$ cat src/rtl/pulse_xfer_sched_if.sv
`default_nettype none
// ============================================================================
// Module      : pulse_xfer_sched_if
// Description : Request/launch bundle between the pseudo-sensor event sources
//               and the pulse-crossing scheduler. The master side drives the
//               requests and controls. The slave side (the scheduler) drives
//               the launch pulse, the launch ID and the status.
// Revision    : 1.0 - initial release
// ============================================================================
interface pulse_xfer_sched_if #(
  parameter int NUM_REQ = 4,
  parameter int ID_W    = 2
);

  logic [NUM_REQ-1:0] req_pulse;
  logic               enable;
  logic               ovf_clr;
  logic               launch_pulse;
  logic [ID_W-1:0]    launch_id;
  logic [NUM_REQ-1:0] pend;
  logic [NUM_REQ-1:0] ovf;
  logic               busy;

  modport master (
    output req_pulse,
    output enable,
    output ovf_clr,
    input  launch_pulse,
    input  launch_id,
    input  pend,
    input  ovf,
    input  busy
  );

  modport slave (
    input  req_pulse,
    input  enable,
    input  ovf_clr,
    output launch_pulse,
    output launch_id,
    output pend,
    output ovf,
    output busy
  );

endinterface
`default_nettype wire

$ cat src/rtl/pulse_xfer_sched.sv
`default_nettype none
// ============================================================================
// Module      : pulse_xfer_sched
// Description : Shares one toggle-based pulse crossing between NUM_REQ
//               single-cycle event sources. Each request is latched in a
//               pending bit. An arbiter picks one winner, and the block
//               launches a one-cycle pulse with a held event ID. After every
//               launch it waits GAP_CYCLES+1 cycles so that the downstream
//               toggle synchronizer cannot lose a toggle.
//               Build option PXS_FIXED_PRIO_EN: when defined, the arbiter
//               uses fixed priority (lowest index wins) and has no RR pointer.
//               When undefined (default), the arbiter is round robin.
// Revision    : 1.0 - initial release
// ============================================================================
module pulse_xfer_sched #(
  parameter int NUM_REQ    = 4,
  parameter int ID_W       = 2,
  parameter int GAP_CYCLES = 6
) (
  input  wire logic         p_clk,
  input  wire logic         arst_p_n,
  pulse_xfer_sched_if.slave bus
);

  localparam int CNT_W = $clog2(GAP_CYCLES + 1);

  typedef enum logic [0:0] {
    IDLE = 1'b0,
    GAP  = 1'b1
  } state_t;

  state_t             state;
  state_t             state_nxt;
  logic [CNT_W-1:0]   gap_cnt;
  logic [CNT_W-1:0]   gap_cnt_nxt;

  logic               launch_q;
  logic [ID_W-1:0]    launch_id_q;
  logic [NUM_REQ-1:0] pend_q;
  logic [NUM_REQ-1:0] ovf_q;
  logic [NUM_REQ-1:0] pend_nxt;
  logic [NUM_REQ-1:0] ovf_nxt;
  logic [NUM_REQ-1:0] lost;

  logic               any_pend;
  logic [ID_W-1:0]    winner;
  logic               grant_vld;
  logic [NUM_REQ-1:0] grant_vec;

`ifdef PXS_FIXED_PRIO_EN
  // Fixed-priority arbiter: the lowest-index pending bit wins.
  always_comb begin
    logic [ID_W-1:0] idx;
    any_pend = 1'b0;
    winner   = '0;
    idx      = '0;
    for (int k = 0; k < NUM_REQ; k++) begin
      idx = ID_W'(k);
      if (!any_pend && pend_q[idx]) begin
        any_pend = 1'b1;
        winner   = idx;
      end
    end
  end
`else
  logic [ID_W-1:0] rr_ptr;

  // Round-robin arbiter: search starts one past the last winner and wraps.
  always_comb begin
    logic [ID_W-1:0] idx;
    any_pend = 1'b0;
    winner   = '0;
    idx      = '0;
    for (int k = 1; k <= NUM_REQ; k++) begin
      idx = ID_W'((int'(rr_ptr) + k) % NUM_REQ);
      if (!any_pend && pend_q[idx]) begin
        any_pend = 1'b1;
        winner   = idx;
      end
    end
  end

  // The RR pointer remembers the last winner. The reset value makes requester 0 first.
  always_ff @(posedge p_clk or negedge arst_p_n) begin
    if (!arst_p_n) begin
      rr_ptr <= ID_W'(NUM_REQ - 1);
    end else if (grant_vld) begin
      rr_ptr <= winner;
    end
  end
`endif

  // A grant is only issued from IDLE with launches enabled and work pending.
  always_comb begin
    grant_vld = (state == IDLE) && bus.enable && any_pend;
    grant_vec = grant_vld ? (NUM_REQ'(1) << winner) : '0;
  end

  // Pending/overflow update: a new request always sets pend. A request that
  // finds its bit still pending (and not being granted) is lost. A loss
  // in the same cycle as ovf_clr keeps its flag.
  always_comb begin
    lost     = bus.req_pulse & pend_q & ~grant_vec;
    pend_nxt = bus.req_pulse | (pend_q & ~grant_vec);
    ovf_nxt  = (bus.ovf_clr ? '0 : ovf_q) | lost;
  end

  // Pending and overflow registers.
  always_ff @(posedge p_clk or negedge arst_p_n) begin
    if (!arst_p_n) begin
      pend_q <= '0;
      ovf_q  <= '0;
    end else begin
      pend_q <= pend_nxt;
      ovf_q  <= ovf_nxt;
    end
  end

  // Next-state logic. GAP lasts GAP_CYCLES+1 cycles, so launches are spaced
  // by at least GAP_CYCLES+2 cycles.
  always_comb begin
    state_nxt   = state;
    gap_cnt_nxt = gap_cnt;
    case (state)
      IDLE: begin
        if (grant_vld) begin
          state_nxt   = GAP;
          gap_cnt_nxt = CNT_W'(GAP_CYCLES);
        end
      end
      GAP: begin
        if (gap_cnt == '0) begin
          state_nxt = IDLE;
        end else begin
          gap_cnt_nxt = gap_cnt - CNT_W'(1);
        end
      end
      default: begin
        state_nxt   = IDLE;
        gap_cnt_nxt = '0;
      end
    endcase
  end

  // State and gap counter registers.
  always_ff @(posedge p_clk or negedge arst_p_n) begin
    if (!arst_p_n) begin
      state   <= IDLE;
      gap_cnt <= '0;
    end else begin
      state   <= state_nxt;
      gap_cnt <= gap_cnt_nxt;
    end
  end

  // Launch pulse lasts one cycle. The ID is held until the next grant so
  // that it stays stable while the pulse crosses the domain.
  always_ff @(posedge p_clk or negedge arst_p_n) begin
    if (!arst_p_n) begin
      launch_q    <= 1'b0;
      launch_id_q <= '0;
    end else begin
      launch_q <= grant_vld;
      if (grant_vld) begin
        launch_id_q <= winner;
      end
    end
  end

  assign bus.launch_pulse = launch_q;
  assign bus.launch_id    = launch_id_q;
  assign bus.pend         = pend_q;
  assign bus.ovf          = ovf_q;
  assign bus.busy         = (state == GAP);

endmodule
`default_nettype wire

$ cat src/flat_wrapper.sv
// flat-port wrapper written by rule: the top's interface ports become plain ports
module pulse_xfer_sched_flat 
#(
  parameter int NUM_REQ    = 4,
  parameter int ID_W       = 2,
  parameter int GAP_CYCLES = 6
)
  (p_clk, arst_p_n, bus_req_pulse, bus_enable, bus_ovf_clr, bus_launch_pulse, bus_launch_id, bus_pend, bus_ovf, bus_busy);
  pulse_xfer_sched_if #(.NUM_REQ(NUM_REQ), .ID_W(ID_W)) bus_i ();
  input  wire logic p_clk;
  input  wire logic arst_p_n;
  input wire logic [$bits(bus_i.req_pulse)-1:0] bus_req_pulse;
  input wire logic [$bits(bus_i.enable)-1:0] bus_enable;
  input wire logic [$bits(bus_i.ovf_clr)-1:0] bus_ovf_clr;
  output wire logic [$bits(bus_i.launch_pulse)-1:0] bus_launch_pulse;
  output wire logic [$bits(bus_i.launch_id)-1:0] bus_launch_id;
  output wire logic [$bits(bus_i.pend)-1:0] bus_pend;
  output wire logic [$bits(bus_i.ovf)-1:0] bus_ovf;
  output wire logic [$bits(bus_i.busy)-1:0] bus_busy;
  assign bus_i.req_pulse = bus_req_pulse;
  assign bus_i.enable = bus_enable;
  assign bus_i.ovf_clr = bus_ovf_clr;
  assign bus_launch_pulse = bus_i.launch_pulse;
  assign bus_launch_id = bus_i.launch_id;
  assign bus_pend = bus_i.pend;
  assign bus_ovf = bus_i.ovf;
  assign bus_busy = bus_i.busy;
  pulse_xfer_sched #(.NUM_REQ(NUM_REQ), .ID_W(ID_W), .GAP_CYCLES(GAP_CYCLES)) u_core (.p_clk(p_clk), .arst_p_n(arst_p_n), .bus(bus_i));
endmodule
$ cat config.mk
export PLATFORM = sky130hd
export DESIGN_NAME = pulse_xfer_sched_flat
export DESIGN_NICKNAME = d
export VERILOG_FILES = /design/src/rtl/pulse_xfer_sched_if.sv /design/src/rtl/pulse_xfer_sched.sv /design/src/flat_wrapper.sv
export SDC_FILE = /design/constraint.sdc
export NUM_CORES = 1
export LEC_CHECK = 0
export ABC_AREA = 0
export CAP_MARGIN = 5
export CORE_ASPECT_RATIO = 1.5
export CORE_MARGIN = 8
export CORE_UTILIZATION = 32
export CTS_CLUSTER_DIAMETER = 30
export CTS_CLUSTER_SIZE = 8
export DETAILED_ROUTE_END_ITERATION = 6
export PLACE_DENSITY_LB_ADDON = 0.1
export SLEW_MARGIN = 20
export SYNTH_ARGS = -nofsm -noshare
export SYNTH_HDL_FRONTEND = slang
export SYNTH_SLANG_ARGS = --single-unit
$ cat constraint.sdc
create_clock -name p_clk -period 1.6 [get_ports p_clk]
set_input_delay 0.32 -clock p_clk [delete_from_list [all_inputs] [get_ports p_clk]]
set_output_delay 0.32 -clock p_clk [all_outputs]
set_load 0.005 [all_outputs]
Word-level counts from Yosys, hierarchy flattened
Index checks and enable logic that the tools add are counted.
W data, S select, Z words.
{"block": "op_classes", "n_addsub": 5, "multipliers": 0, "div_mod_pow": 0, "order_cmp": 4, "n_eq_ne": 2, "n_shift": 1, "mux": 24, "bitwise_logic": 7, "n_reduce_logical": 10}
{"op": "$and A4 B4 Y4", "n": 3}
{"op": "$lt A2 B3 Y1 const B", "n": 4}
{"op": "$mux W1", "n": 10}
{"op": "$bmux W1 S2", "n": 4}
{"op": "$mux W2", "n": 4}
{"op": "$mux W4", "n": 2}
{"op": "$or A4 B4 Y4", "n": 2}
{"op": "$mux W3", "n": 2}
{"op": "$pmux W3 S2", "n": 1}
{"op": "$logic_and A1 B1 Y1", "n": 5}
{"op": "$add A2 B1 Y2 const B", "n": 2}
{"op": "$add A2 B2 Y2 const B", "n": 2}
{"op": "$not A4 Y4", "n": 1}
{"op": "$shl A1 B2 Y4 const A", "n": 1}
{"op": "$logic_not A1 Y1", "n": 3}
{"op": "$logic_not A3 Y1", "n": 1}
{"op": "$sub A3 B1 Y3 const B", "n": 1}
{"op": "$ne A2 B1 Y1 const B", "n": 1}
{"op": "$ne A2 B2 Y1 const B", "n": 1}
{"op": "$pmux W1 S2", "n": 1}
{"op": "$reduce_and A2 Y1", "n": 1}
{"op": "$not A1 Y1", "n": 1}
{"block": "word_totals", "regBits": 17, "latchBits": 0, "ramBits": 0, "mem_bits_ro": 0, "input_bits": 8, "out_inout_bits": 12, "elab_cells": 60, "n_memories": 0}

Depth between registers and ports, before layout
Gate-level depths: netlist of run 1.
{"block": "logic_depth", "ltp_word": 18, "ltp_mapped": 7, "depth_no_buf": 6}

Worst setup path after synthesis of run 1
No wires, ideal clock.
{"block": "synth_path", "path_type": "flip-flop to flip-flop", "from": "register u_core.pend_q[3] (netlist: u_core.bus.pend[3])", "to": "register u_core.ovf_q[3] (netlist: u_core.bus.ovf[3])", "setup_time_ns": 0.121, "arrival_ns": 1.676, "required_time_ns": 1.479, "path_slack_ns": -0.198, "stages_incl_launch_ff": 7, "n_path_buf": 1, "period_less_slack_ns": 1.798, "cell_sequence": "dfrtp_1 nor4_1 or3b_1 buf_6 nor4_4 nand2_1 a32o_2"}
{"block": "synth_between", "elab_chain_cells": 17, "word_cells_on_any_way": 29, "cone_classes": "shift (1); mux (17); bitwise (4); reduce/logical (7)"}
{"element": "start, declared", "line": "pulse_xfer_sched.sv:39", "rtl": "logic [NUM_REQ-1:0] pend_q;"}
{"element": "start signal, assigned", "line": "pulse_xfer_sched.sv:114", "rtl": "pend_q <= pend_nxt;"}
{"element": "$bmux W1 S2", "line": "pulse_xfer_sched.sv:76", "rtl": "if (!any_pend && pend_q[idx]) begin"}
{"element": "$mux W1 (not written as such)", "line": "pulse_xfer_sched.sv:76"}
{"element": "$mux W1", "line": "pulse_xfer_sched.sv:76"}
{"element": "$logic_not A1 Y1", "line": "pulse_xfer_sched.sv:76"}
{"element": "$logic_and A1 B1 Y1", "line": "pulse_xfer_sched.sv:76"}
{"element": "$mux W1", "line": "pulse_xfer_sched.sv:76"}
{"element": "$logic_not A1 Y1", "line": "pulse_xfer_sched.sv:76"}
{"element": "$logic_and A1 B1 Y1", "line": "pulse_xfer_sched.sv:76"}
{"element": "(+2 left out)"}
{"element": "$logic_and A1 B1 Y1", "line": "pulse_xfer_sched.sv:76"}
{"element": "$mux W2 or $mux W1 (tied branches)", "line": "pulse_xfer_sched.sv:76"}
{"element": "$shl A1 B2 Y4 or $logic_and A1 B1 Y1 (tied branches)", "line": "pulse_xfer_sched.sv:96, pulse_xfer_sched.sv:95"}
{"element": "$mux W4", "line": "pulse_xfer_sched.sv:96", "rtl": "grant_vec = grant_vld ? (NUM_REQ'(1) << winner) : '0;"}
{"element": "$not A4 Y4", "line": "pulse_xfer_sched.sv:103", "rtl": "lost = bus.req_pulse & pend_q & ~grant_vec;"}
{"element": "$and A4 B4 Y4 (*)", "line": "pulse_xfer_sched.sv:103"}
{"element": "$or A4 B4 Y4 (*)", "line": "pulse_xfer_sched.sv:105", "rtl": "ovf_nxt = (bus.ovf_clr ? '0 : ovf_q) | lost;"}
{"element": "named net u_core.ovf_nxt[3]", "line": "pulse_xfer_sched.sv:42", "rtl": "logic [NUM_REQ-1:0] ovf_nxt;"}
{"element": "end signal, assigned", "line": "pulse_xfer_sched.sv:115", "rtl": "ovf_q <= ovf_nxt;"}
{"element": "end, declared", "line": "pulse_xfer_sched.sv:40", "rtl": "logic [NUM_REQ-1:0] ovf_q;"}
The timed path passes the listed nets; every way through them passes the cells marked *. The select of a mux whose other input is x is not followed.
A chain may end at the register's enable or synchronous reset.

Final worst setup path of run 1
{"block": "layout_path", "from": "register u_core.pend_q[1] (netlist: u_core.bus.pend[1])", "to": "register u_core.ovf_q[3] (netlist: u_core.bus.ovf[3])"}
{"block": "layout_between", "elab_chain_cells": 17, "word_cells_on_any_way": 28, "cone_classes": "shift (1); mux (17); bitwise (3); reduce/logical (7)"}
{"element": "$bmux W1 S2", "line": "pulse_xfer_sched.sv:76"}
{"element": "$mux W1 (not written as such)", "line": "pulse_xfer_sched.sv:76"}
{"element": "$mux W1", "line": "pulse_xfer_sched.sv:76"}
{"element": "$logic_not A1 Y1", "line": "pulse_xfer_sched.sv:76"}
{"element": "$logic_and A1 B1 Y1", "line": "pulse_xfer_sched.sv:76"}
{"element": "$mux W1", "line": "pulse_xfer_sched.sv:76"}
{"element": "$logic_not A1 Y1", "line": "pulse_xfer_sched.sv:76"}
{"element": "$logic_and A1 B1 Y1", "line": "pulse_xfer_sched.sv:76"}
{"element": "(+2 left out)"}
{"element": "$logic_and A1 B1 Y1", "line": "pulse_xfer_sched.sv:76"}
{"element": "$mux W2 or $mux W1 (tied branches)", "line": "pulse_xfer_sched.sv:76"}
{"element": "$shl A1 B2 Y4 or $logic_and A1 B1 Y1 (tied branches)", "line": "pulse_xfer_sched.sv:96, pulse_xfer_sched.sv:95"}
{"element": "$mux W4 (*)", "line": "pulse_xfer_sched.sv:96"}
{"element": "$not A4 Y4 (*)", "line": "pulse_xfer_sched.sv:103"}
{"element": "$and A4 B4 Y4 (*)", "line": "pulse_xfer_sched.sv:103"}
{"element": "$or A4 B4 Y4 (*)", "line": "pulse_xfer_sched.sv:105"}
{"element": "named net u_core.ovf_nxt[3]", "line": "pulse_xfer_sched.sv:42"}
Marks and branches as above.

==> results of run 1 <==
[layout by cell type (no fill, tap or decap), types with 2 or more instances in the layout]
master and instances:
buf_4 17, dfrtp_1 15, clkdlybuf4s50_1 13, nand2_1 7
inv_1 6, o21ai_0 5, nor2_1 4, dlygate4sd2_1 4
a21o_2 3, clkbuf_4 3, a21oi_2 2, nand2b_1 2
a21o_1 2, a32o_1 2, ha_1 2, dlymetal6s2s_1 2
dfstp_2 2
[area by class of cell]
class / instances / area (sq um) / share of cell area (%)
sequential: 17 / 427.9 / 36.46
multi-input combinational: 47 / 337.8 / 28.78
timing repair buffer: 37 / 329.1 / 28.04
tap: 24 / 30.03 / 2.559
clock buffer: 4 / 26.28 / 2.239
inverter: 6 / 22.52 / 1.919
[flip-flops by register name, summed over array words and instances, names as in the netlist]
name	cells
u_core.bus.ovf	4
u_core.bus.pend	4
u_core.gap_cnt	3
u_core.bus.launch_id	2
u_core.rr_ptr	2
u_core.bus.busy	1
u_core.bus.launch_pulse	1
[what timing repair did]
item,CTS,global route
hold endpoints to repair,0,0
setup endpoints to repair,10,13
gates cloned,0,0
resized for setup,9,4
setup buffers,1,1
pin swaps,3,2
[power by group through the flow]
stage / registers [mW] / logic (mW) / clock network (mW)
finish: 0.699 / 0.947 / 0.220
global route: 0.724 / 1.05 / 0.247
CTS: 0.701 / 0.954 / 0.237
detailed placement: 0.708 / 0.916 / 0
global placement: 0.701 / 0.907 / 0
floorplan: 0.711 / 0.429 / 0
[how the worst min path moves through the flow]
stage	from	endpoint	slack [ps]	cells past startpoint
global placement	u_core.bus.launch_id[1]	u_core.bus.launch_id[1]	470	1
floorplan	arst_p_n	u_core.bus.busy	20	0
finish	arst_p_n	u_core.gap_cnt[2]	350	2
CTS	arst_p_n	u_core.gap_cnt[2]	350	2
global route	arst_p_n	u_core.gap_cnt[2]	360	2
detailed placement	u_core.bus.launch_id[1]	u_core.bus.launch_id[1]	470	1
[worst register-to-register path, cell delays in order, from the launching register on]
cell	delay (ps)
dfrtp_1	410
buf_6	130
or2b_1	170
a21oi_2	60
buf_4	140
nor4_4	300
nand2_1	120
a32o_2	250
[cells in the mapped netlist, types with 2 or more instances]
cell type / number
nor2_1: 5
nand2b_1: 2
dfrtp_1: 15
nand2_1: 8
a21o_1: 2
a32o_1: 2
a21o_2: 3
dfstp_2: 2
ha_1: 2
inv_1: 6
o21ai_0: 5
a21oi_1: 3
[per-layer routing]
metal / global-route usage [%] / part of all wire (%) / up-vias
li1: - / - / 330
met1: 8.614 / 38 / 337
met2: 15.81 / 56 / 17
met3: 2.167 / 4.9 / 2
met4: 5.072 / 1.2 / 0
met5: 0 / 0 / -
[cells by family after synthesis]
family / Yosys count
buffers and inverters: 8
AO/OA/AOI/OAI: 20
multiplexers: 1
AND/OR/NAND/NOR: 24
adder cells (fa/ha/maj): 2
flip-flops: 17
[through the flow]
step	utilization, %	cell area (sq um)	total power, mW
2_1_floorplan	-	783.3	1.140
4_1_cts	48.22	1155	1.891
6_report	49.01	1174	1.866
3_5_place_dp	46.24	1107	1.624
3_3_place_gp	46.24	1107	1.608
5_1_grt	49.01	1174	2.026
==> summary.md, run 1 <==
| Metric | Value |
|---|---|
| Status | finished with violations |
| Failing checks | negative setup slack |
| Top FF cell, synth | dfrtp_1 |
| Worst-path clk slew | 90 ps |
| Setup TNS | -176.6 ps |
| Fillcell total | around 240 |
| Drt via density | 5.081 |
| Port bufs | 19 |
| VDD IR max | 0.6542 mV |
| Row count | 22 |
| Area added between synthesis and finish | 49.84% |
| Register area share after synthesis | 54.63% |
| Gr usage total | 8.770% |
| Nature of the critical path startpoint | flop |
| RSZ-0062 raised after global routing | yes |
| Switching Share | 33.57% |
| Mux contribution to synthesized area | 1.278% |
| Largest net degree at the start of global routing | 18 |
| Share of cells above drive strength 1 | between 30% and 40% |
| Pre-antenna DRT Iters | 4 |
| I/O Pins | 20 |
| Worst Skew | between 4 and 5 ps |
| Simple-gate share of the synthesized area | around 17% |
| Synth Area in Compound Gates | 18.53% |
| Cell-internal power | 1.239 mW |
| Relative slew slack | 77.12% |
| DIE AREA | 4320 sq um |
| Hold Buf Count CTS | 0 |
| Initial antenna violation count | 0 |
| Final Hold Fails | 0 |
| Layout Nets | 122 |
| FF+latch count, synth | 17 |
| Setup-failing EPs final | 3 |
| Post-Syn Area | 783.3 sq um |
| Drt drc | 0 |
| DP Wirelength | about 1400 um |
| Antenna cells | 0 |
| MaxCap Viol Count | 0 |
| R2R Path Start | u_core.bus.pend[1] |
| Gpl congestion | 0.7348 |
| Leakage | 0.5152 nW |
| Clock sinks | 17 |
| Post-placement setup slack | -451.6 ps |
| Crit path max fanout | 6 |
| Cell total after placement | 129 |
| Number of global-route vias before repair | 742 |
| Initial Utilization | between 30 and 40% |
| Worst Path Required | 1780 ps |
| Number of flops mapped to enable cells by yosys | 0 |
| Crit path max-delay family | simple AND/OR/NAND/NOR gates |
| R2r endpoint | u_core.bus.ovf[3] |
| Core Area | 2395 sq um |
| Mean Syn Cell Area | 10.88 sq um |
| Num CTS Buffers | 3 |
| Root Buffer Master | clkbuf_4 |
| Critical path class | reg2reg |
| Slew Viols, Final | 0 |
| Asr flop ratio synth | 100.0% |
| CP arrival | around 1900 ps |
| H-tree depth | 1 |
| Clock power frac | a little under an eighth |
| PwrDens | about 1600 nW/um^2 |
| Die X | roughly 56 um |
| Worst-path cell chain | buf_6 -> or2b_1 -> a21oi_2 -> buf_4 -> nor4_4 -> nand2_1 -> a32o_2 |
| Crit path buf inv count | 2 |
| Min cycle time layout | 1674 ps |
| NetSw | between 600 and 700 uW |
| Combinational group share of total power | 50.7% |
| Main combinational cell family by area after synthesis | compound AO/OA/AOI/OAI gates |
| Syn Inst Count | between 70 and 80 |
| WL/cell | 13.39 um |
| Reg-to-reg slack, setup | -70 ps |
| Levels on crit path | 7 |
| Cell variety after synth | 29 |
| First-pass GRT wire length | around 3100 um |
| Global route overflow | 0 |
| CP endpoint kind | flop |
| Worst slew pin tran | 340.1 ps |
| Xor-xnor portion of the synthesized cell area | 0% |
| Highest clock rate | ~600 MHz |
| Crit share post-route | 104.7% |
| WL final | around 1800 um |
| CTS max path bufs | 2 |
| Post-route setup slack | -74.49 ps |
| Critical Path Sink | u_core.bus.ovf[3] |
| Share of the synthesized area in the top cell type | about 48% |
| Slowest cell on crit path | dfrtp_1 |
| Synthesized-area fraction occupied by adder cells | 3.195% |
| Worst R2R Path Depth | 7 |
| Power share of the sequential group | between 30% and 40% |
| Cell taking the most area after synthesis | dfrtp_1 |
| Synth Net Count | 82 |
| Hold WC Path Type | in2async |
| CTS tree | built |
| Non-filler cells, final | 135 |
| Hold Slack | 352.9 ps |
| Antenna violation net count after detailed routing | 0 |
| Clk_lat worst skew | 280 ps |
| Die height | 76.60 um |
| Critical path launch point | u_core.bus.pend[1] |
| Top area cells in the synthesized netlist | dfrtp_1 48%, dfstp_2 6.7%, nand2_1 3.8%, a21o_2 3.4%, ha_1 3.2% |
| Initial DRC Count | 17 |
| YS warnings | 0 |
| DR vias | 686 |
| Biggest cell delay along the critical path | between 400 and 500 ps |
Note: power is estimated with default switching activity, not from simulation.
==> run 2, diff against run 1 <==
--- a/config.mk
+++ b/config.mk
@@ -9,7 +9,7 @@
 export CAP_MARGIN = 5
 export CORE_ASPECT_RATIO = 1.5
 export CORE_MARGIN = 8
-export CORE_UTILIZATION = 32
+export CORE_UTILIZATION = 30
 export CTS_CLUSTER_DIAMETER = 30
 export CTS_CLUSTER_SIZE = 8
 export DETAILED_ROUTE_END_ITERATION = 6
==> run 2 against run 1 <==
  * The run still ends with negative setup slack left
  * Clock skew decreased by 1.9 ps
  * Sequential share of layout area is 0.65 points lower
  * Non-clock buffer count rose by 1
  * Global-route usage up 0.40 points
  * Clock power grew 4%
  * Setup slack improved by 10 ps
  * Sequential cell count unchanged
  * Register-to-register slack about the same
  * Fmax increased by 0.60%
  * Die area up 5.0%
  * Design area rose by 1.8%
==> summary.md, run 2 (synthesis gave the netlist of run 1 again) <==
| Metric | Value |
|---|---|
| CTS max path bufs | 2 |
| Failing checks | negative setup slack |
| Global route overflow | 0 |
| Largest net degree at the start of global routing | 18 |
| Clock sinks | 17 |
| DIE AREA | roughly 4500 sq um |
| Total power | about 1.9 mW |
| Gr usage total | 9.172% |
| Pre-antenna DRT Iters | 4 |
| Initial DRC Count | 21 |
| CTS tree | built |
| Nature of the critical path startpoint | flop |
| Worst Path Required | 1780 ps |
| Hold WC Path Type | in2async |
| Crit path buf inv count | 1 |
| First-pass GRT wire length | approximately 3200 um |
| CP endpoint kind | flop |
| Clk_lat worst skew | 280 ps |
| Number of global-route vias before repair | 729 |
| Layout Nets | 123 |
| WL/cell | 14.35 um |
| DP Area | 1092 sq um |
| Gpl congestion | 0.7292 |
| DP Wirelength | 1511 um |
| Status | finished with violations |
| Final Hold Fails | 0 |
| Port bufs | 19 |
| MaxCap Viol Count | 0 |
| Highest clock rate | 600.8 MHz |
| Initial antenna violation count | 0 |
| Root Buffer Master | clkbuf_4 |
| Leakage | 0.5267 nW |
| I/O Pins | 20 |
| Die X | 57.72 um |
| Cell area after layout | about 1200 sq um |
| Core Area | 2477 sq um |
| Die height | 78.58 um |
| Slew Viols, Final | 0 |
| Relative slew slack | 77.35% |
| RSZ-0062 raised after global routing | yes |
| Antenna cells | 0 |
| Min cycle time layout | approximately 1700 ps |
| DR vias | 678 |
| Crit path max fanout | 6 |
| VDD IR max | 0.6219 mV |
| Post-placement setup slack | -440.9 ps |
| Most common cell after layout, fill and taps aside | buf_4 |
| Antenna violation net count after detailed routing | 0 |
| Row count | 22 |
| Crit path max-delay family | simple AND/OR/NAND/NOR gates |
| Initial Utilization | 31.62% |
| CP arrival | 1850 ps |
| Drt via density | 4.985 |
| H-tree depth | 1 |
| Area added between synthesis and finish | 52.56% |
| Biggest cell delay along the critical path | 410 ps |
| Commonest non-fill, non-tap cells in the layout | 16 x buf_4, 15 x dfrtp_1, 13 x clkdlybuf4s50_1 |
| Worst Skew | 2.867 ps |
| Critical path class | reg2reg |
| Post-route setup slack | -64.50 ps |
| Setup-failing EPs final | 3 |
| Worst slew pin tran | ~340 ps |
| Fillcell total | 250 |
| Share of cells above drive strength 1 | 32.14% |
| Worst-path cell chain | buf_6 -> o211ai_1 -> nand2_2 -> nor4_4 -> nand2_1 -> a32o_2 |
| PwrDens | 1593 nW/um^2 |
| WL final | 1952 um |
| Slowest cell on crit path | dfrtp_1 |
| Worst-path clk slew | about 100 ps |
| Num CTS Buffers | 3 |
| Crit share post-route | 104.0% |
| Drt drc | 0 |
## run 2: final timing paths
check                           cells after the start                      end                from  slack, ps
worst max-delay path                                6        u_core.bus.ovf[3]  u_core.bus.pend[0]        -60
worst min-delay path                                2  u_core.bus.launch_pulse            arst_p_n        350
worst max register to register                      6        u_core.bus.ovf[3]  u_core.bus.pend[0]        -60
worst min register to register                      1        u_core.gap_cnt[0]   u_core.gap_cnt[0]        500
max in group asynchronous                           2         u_core.rr_ptr[1]            arst_p_n        990
min in group p_clk                                  1        u_core.gap_cnt[0]   u_core.gap_cnt[0]        500
## run 2: layer usage
layer	vias up	wire, um	GRT usage, %
met2	19	1095	17.10
li1	336	-	-
met5	-	0	0
met3	2	103	2.284
met1	321	738	8.517
met4	0	15	5.911
## run 2: repair_timing
item / in CTS / in global routing
buffers inserted: 1 / 4
pin swaps: 4 / 3
hold buffers: 0 / 0
setup endpoints to repair: 11 / 11
resized for setup: 9 / 7
## run 2: worst reg2reg max path, stage by stage (launching register included)
cell and delay [ps]:
dfrtp_1 410, buf_6 130, o211ai_1 200, nand2_2 120, nor4_4 340, nand2_1 110, a32o_2 250
## run 2: final cells by class
class                           instances  area [sq um]  area share, %
Multi-Input combinational cell         47         344.1          28.80
Inverter                                6         22.52          1.885
Timing Repair Buffer                   38         344.1          28.80
Sequential cell                        17         427.9          35.81
Clock buffer                            4         26.28          2.199
Tap cell                               24         30.03          2.513
## run 2: stage by stage
step | TNS, ps | utilization [%] | hold slack, ps | instances
after CTS | -196.7 | 46.06 | 348.7 | 132
after global placement | -3397 | 44.09 | 469.5 | 127
after detailed placement | -3492 | 44.09 | 477.2 | 127
after floorplan | -662.1 | - | 24.41 | 72
after global routing | -648.3 | 48.23 | 354.8 | 136
final | -128.0 | 48.23 | 348.5 | 136
## run 2: power breakdown
| part | total (mW) | internal, mW | switching, mW |
|---|---|---|---|
| clock | 0.228 | 0.0968 | 0.131 |
| combinational | 0.965 | 0.544 | 0.421 |
| sequential | 0.711 | 0.603 | 0.108 |
==> run 3, diff against run 2 <==
--- a/config.mk
+++ b/config.mk
@@ -9,10 +9,11 @@
 export CAP_MARGIN = 5
 export CORE_ASPECT_RATIO = 1.5
 export CORE_MARGIN = 8
-export CORE_UTILIZATION = 30
+export CORE_UTILIZATION = 40
 export CTS_CLUSTER_DIAMETER = 30
 export CTS_CLUSTER_SIZE = 8
 export DETAILED_ROUTE_END_ITERATION = 6
+export GPL_TIMING_DRIVEN = 1
 export PLACE_DENSITY_LB_ADDON = 0.1
 export SLEW_MARGIN = 20
 export SYNTH_ARGS = -nofsm -noshare
==> run 3 against run 2 <==
  * The flow still finishes with violations (negative setup slack)
  * Sequential share of layout area up 1.5 points
  * Register-to-register slack improved by 30 ps
  * Power shrank 4.2%
  * Critical path depth shrank 1
  * Hold slack better by 14 ps
  * Count of clock-buffer cells in the layout unchanged
  * Routed wire length decreased by 5.0%
  * Sequential power barely moved
  * Sequential cell count did not move
==> summary.md, run 3 (synthesis gave the netlist of run 1 again) <==
| Metric | Value |
|---|---|
| Area added between synthesis and finish | 46.33% |
| Cell-internal power | between 1 and 1.5 mW |
| Most common cell after layout, fill and taps aside | dfrtp_1 |
| Worst-path clk slew | 90 ps |
| CP arrival | ~1800 ps |
| I/O Pins | 20 |
| Largest net degree at the start of global routing | 18 |
| Crit path max-delay family | simple AND/OR/NAND/NOR gates |
| Die X | 52.13 um |
| Setup-failing EPs final | 2 |
| WL/cell | around 14 um |
| Reg-to-reg slack, setup | -30 ps |
| Hold Buf Count CTS | 0 |
| Initial Utilization | 42.79% |
| PwrDens | 1592 nW/um^2 |
| Pre-antenna DRT Iters | 4 |
| H-tree depth | 1 |
| R2R Path Start | u_core.bus.pend[1] |
| CTS max path bufs | 2 |
| Fillcell total | 166 |
| Critical path class | reg2reg |
| Initial antenna violation count | 0 |
| Final Hold Fails | 0 |
| DR top layer | met4 |
| Power share of the sequential group | 39.0% |
| Leakage | 0.5046 nW |
| Root Buffer Master | clkbuf_4 |
| Highest clock rate | 612.5 MHz |
| Worst slew pin tran | 359.1 ps |
| Clock sinks | 17 |
| Relative slew slack | 75.90% |
| Initial DRC Count | 16 |
| Post-route setup slack | -32.71 ps |
| Combinational group share of total power | 49.0% |
| Commonest non-fill, non-tap cells in the layout | 15 x dfrtp_1, 14 x buf_4, 13 x clkdlybuf4s50_1 |
| Clk_lat worst skew | between 200 and 300 ps |
| Area taken by multi-input logic gates | 329.1 sq um |
| NetSw | approximately 630 uW |
| Gr usage total | between 10% and 20% |
| Storage cell area | about 430 sq um |
| Number of global-route vias before repair | 756 |
| Biggest cell delay along the critical path | 400 ps |
| DP Wirelength | 1416 um |
| Switching Share | 34.34% |
| Layout Nets | 120 |
| CP endpoint kind | flop |
| Crit path max fanout | 3 |
| Global route overflow | 0 |
| VDD IR max | 0.7443 mV |
| Slew Viols, Final | 0 |
| Gpl congestion | 0.7589 |
| Core Area | about 1800 sq um |
| Nature of the critical path startpoint | flop |
| Status | finished with violations |
| Worst R2R Path Depth | 5 |
| Min cycle time layout | 1633 ps |
| WL final | 1855 um |
| First-pass GRT wire length | 3305 um |
| Port bufs | 19 |
| R2r endpoint | u_core.bus.ovf[3] |
| Total power | 1.824 mW |
| Slowest cell on crit path | dfrtp_1 |
| CTS tree | built |
| Die height | around 70 um |
| Routed met2 length | 1003 um |
| Hold Slack | 362.1 ps |
| Drt via density | 5.215 |
| Worst Path Required | approximately 1800 ps |
| Met3 wire length | 95 um |
| Util after Layout | 62.61% |
| Share of cells above drive strength 1 | a little over a quarter |
| Drt drc | 0 |
| M1 WL | 701 um |
| Antenna violation net count after detailed routing | 0 |
| RSZ-0062 raised after global routing | yes |
| Hold WC Path Type | in2async |
| DIE AREA | 3659 sq um |
| Crit path buf inv count | 0 |
| DR vias | a little under 700 |
| MaxCap Viol Count | 0 |
| Worst Skew | about 1.2 ps |
| Row count | 19 |
| Clock power frac | between 10% and 20% |
| Failing checks | negative setup slack |
| Crit share post-route | 102.0% |
| Antenna cells | 0 |
| Num CTS Buffers | 3 |
| Worst-path cell chain | nor4_1 -> or3b_4 -> nor4_4 -> nand2_1 -> a32o_2 |
| Setup TNS | -51.54 ps |
[run 3: power by group through the flow]
stage	Clock [mW]	Sequential [mW]	Combinational (mW)
after global routing	0.252	0.729	1.00
after global placement	0	0.704	0.846
after detailed placement	0	0.714	0.869
final	0.219	0.711	0.894
after floorplan	0	0.711	0.429
after CTS	0.231	0.709	0.899
[run 3: stage by stage]
step	std cells	setup slack (ps)	area (sq um)
after floorplan	72	-180.5	783.3
after global placement	123	-425.5	1081
after detailed placement	123	-443.4	1081
after CTS	128	-31.69	1129
after global routing	130	-128.4	1146
final	130	-32.71	1146
[run 3: worst max-delay path by stage]
stage	end	depth (start not counted)	startpoint	slack, ps
2_1_floorplan	u_core.bus.ovf[3]	6	u_core.bus.pend[3]	-180
3_3_place_gp	u_core.bus.ovf[3]	5	bus_enable	-430
3_5_place_dp	u_core.bus.ovf[3]	5	bus_enable	-440
4_1_cts	u_core.bus.ovf[3]	5	u_core.bus.pend[1]	-30
5_1_grt	u_core.bus.ovf[3]	6	u_core.bus.pend[1]	-130
6_report	u_core.bus.ovf[3]	5	u_core.bus.pend[1]	-30
[run 3: routing by layer]
layer | GRT usage, % | up-vias
li1 | - | 325
met1 | 11.59 | 328
met2 | 19.97 | 19
met3 | 3.814 | 6
met4 | 6.069 | 0
met5 | 0 | -
[run 3: what timing repair did]
action / in CTS / in global routing
pin swaps: 5 / 3
endpoints found under the setup margin: 9 / 10
gates resized for setup: 10 / 2
cloned: 0 / 0
setup buffers: 1 / 2
endpoints found under the hold margin: 0 / 0
[run 3: layout make-up]
type | instances | share of cell area, %
clock buffers | 4 | 2.293
inverters | 6 | 1.965
multi-input cells | 47 | 28.71
flip-flops and latches | 17 | 37.34
well taps | 21 | 2.293
repair buffers | 35 | 27.40
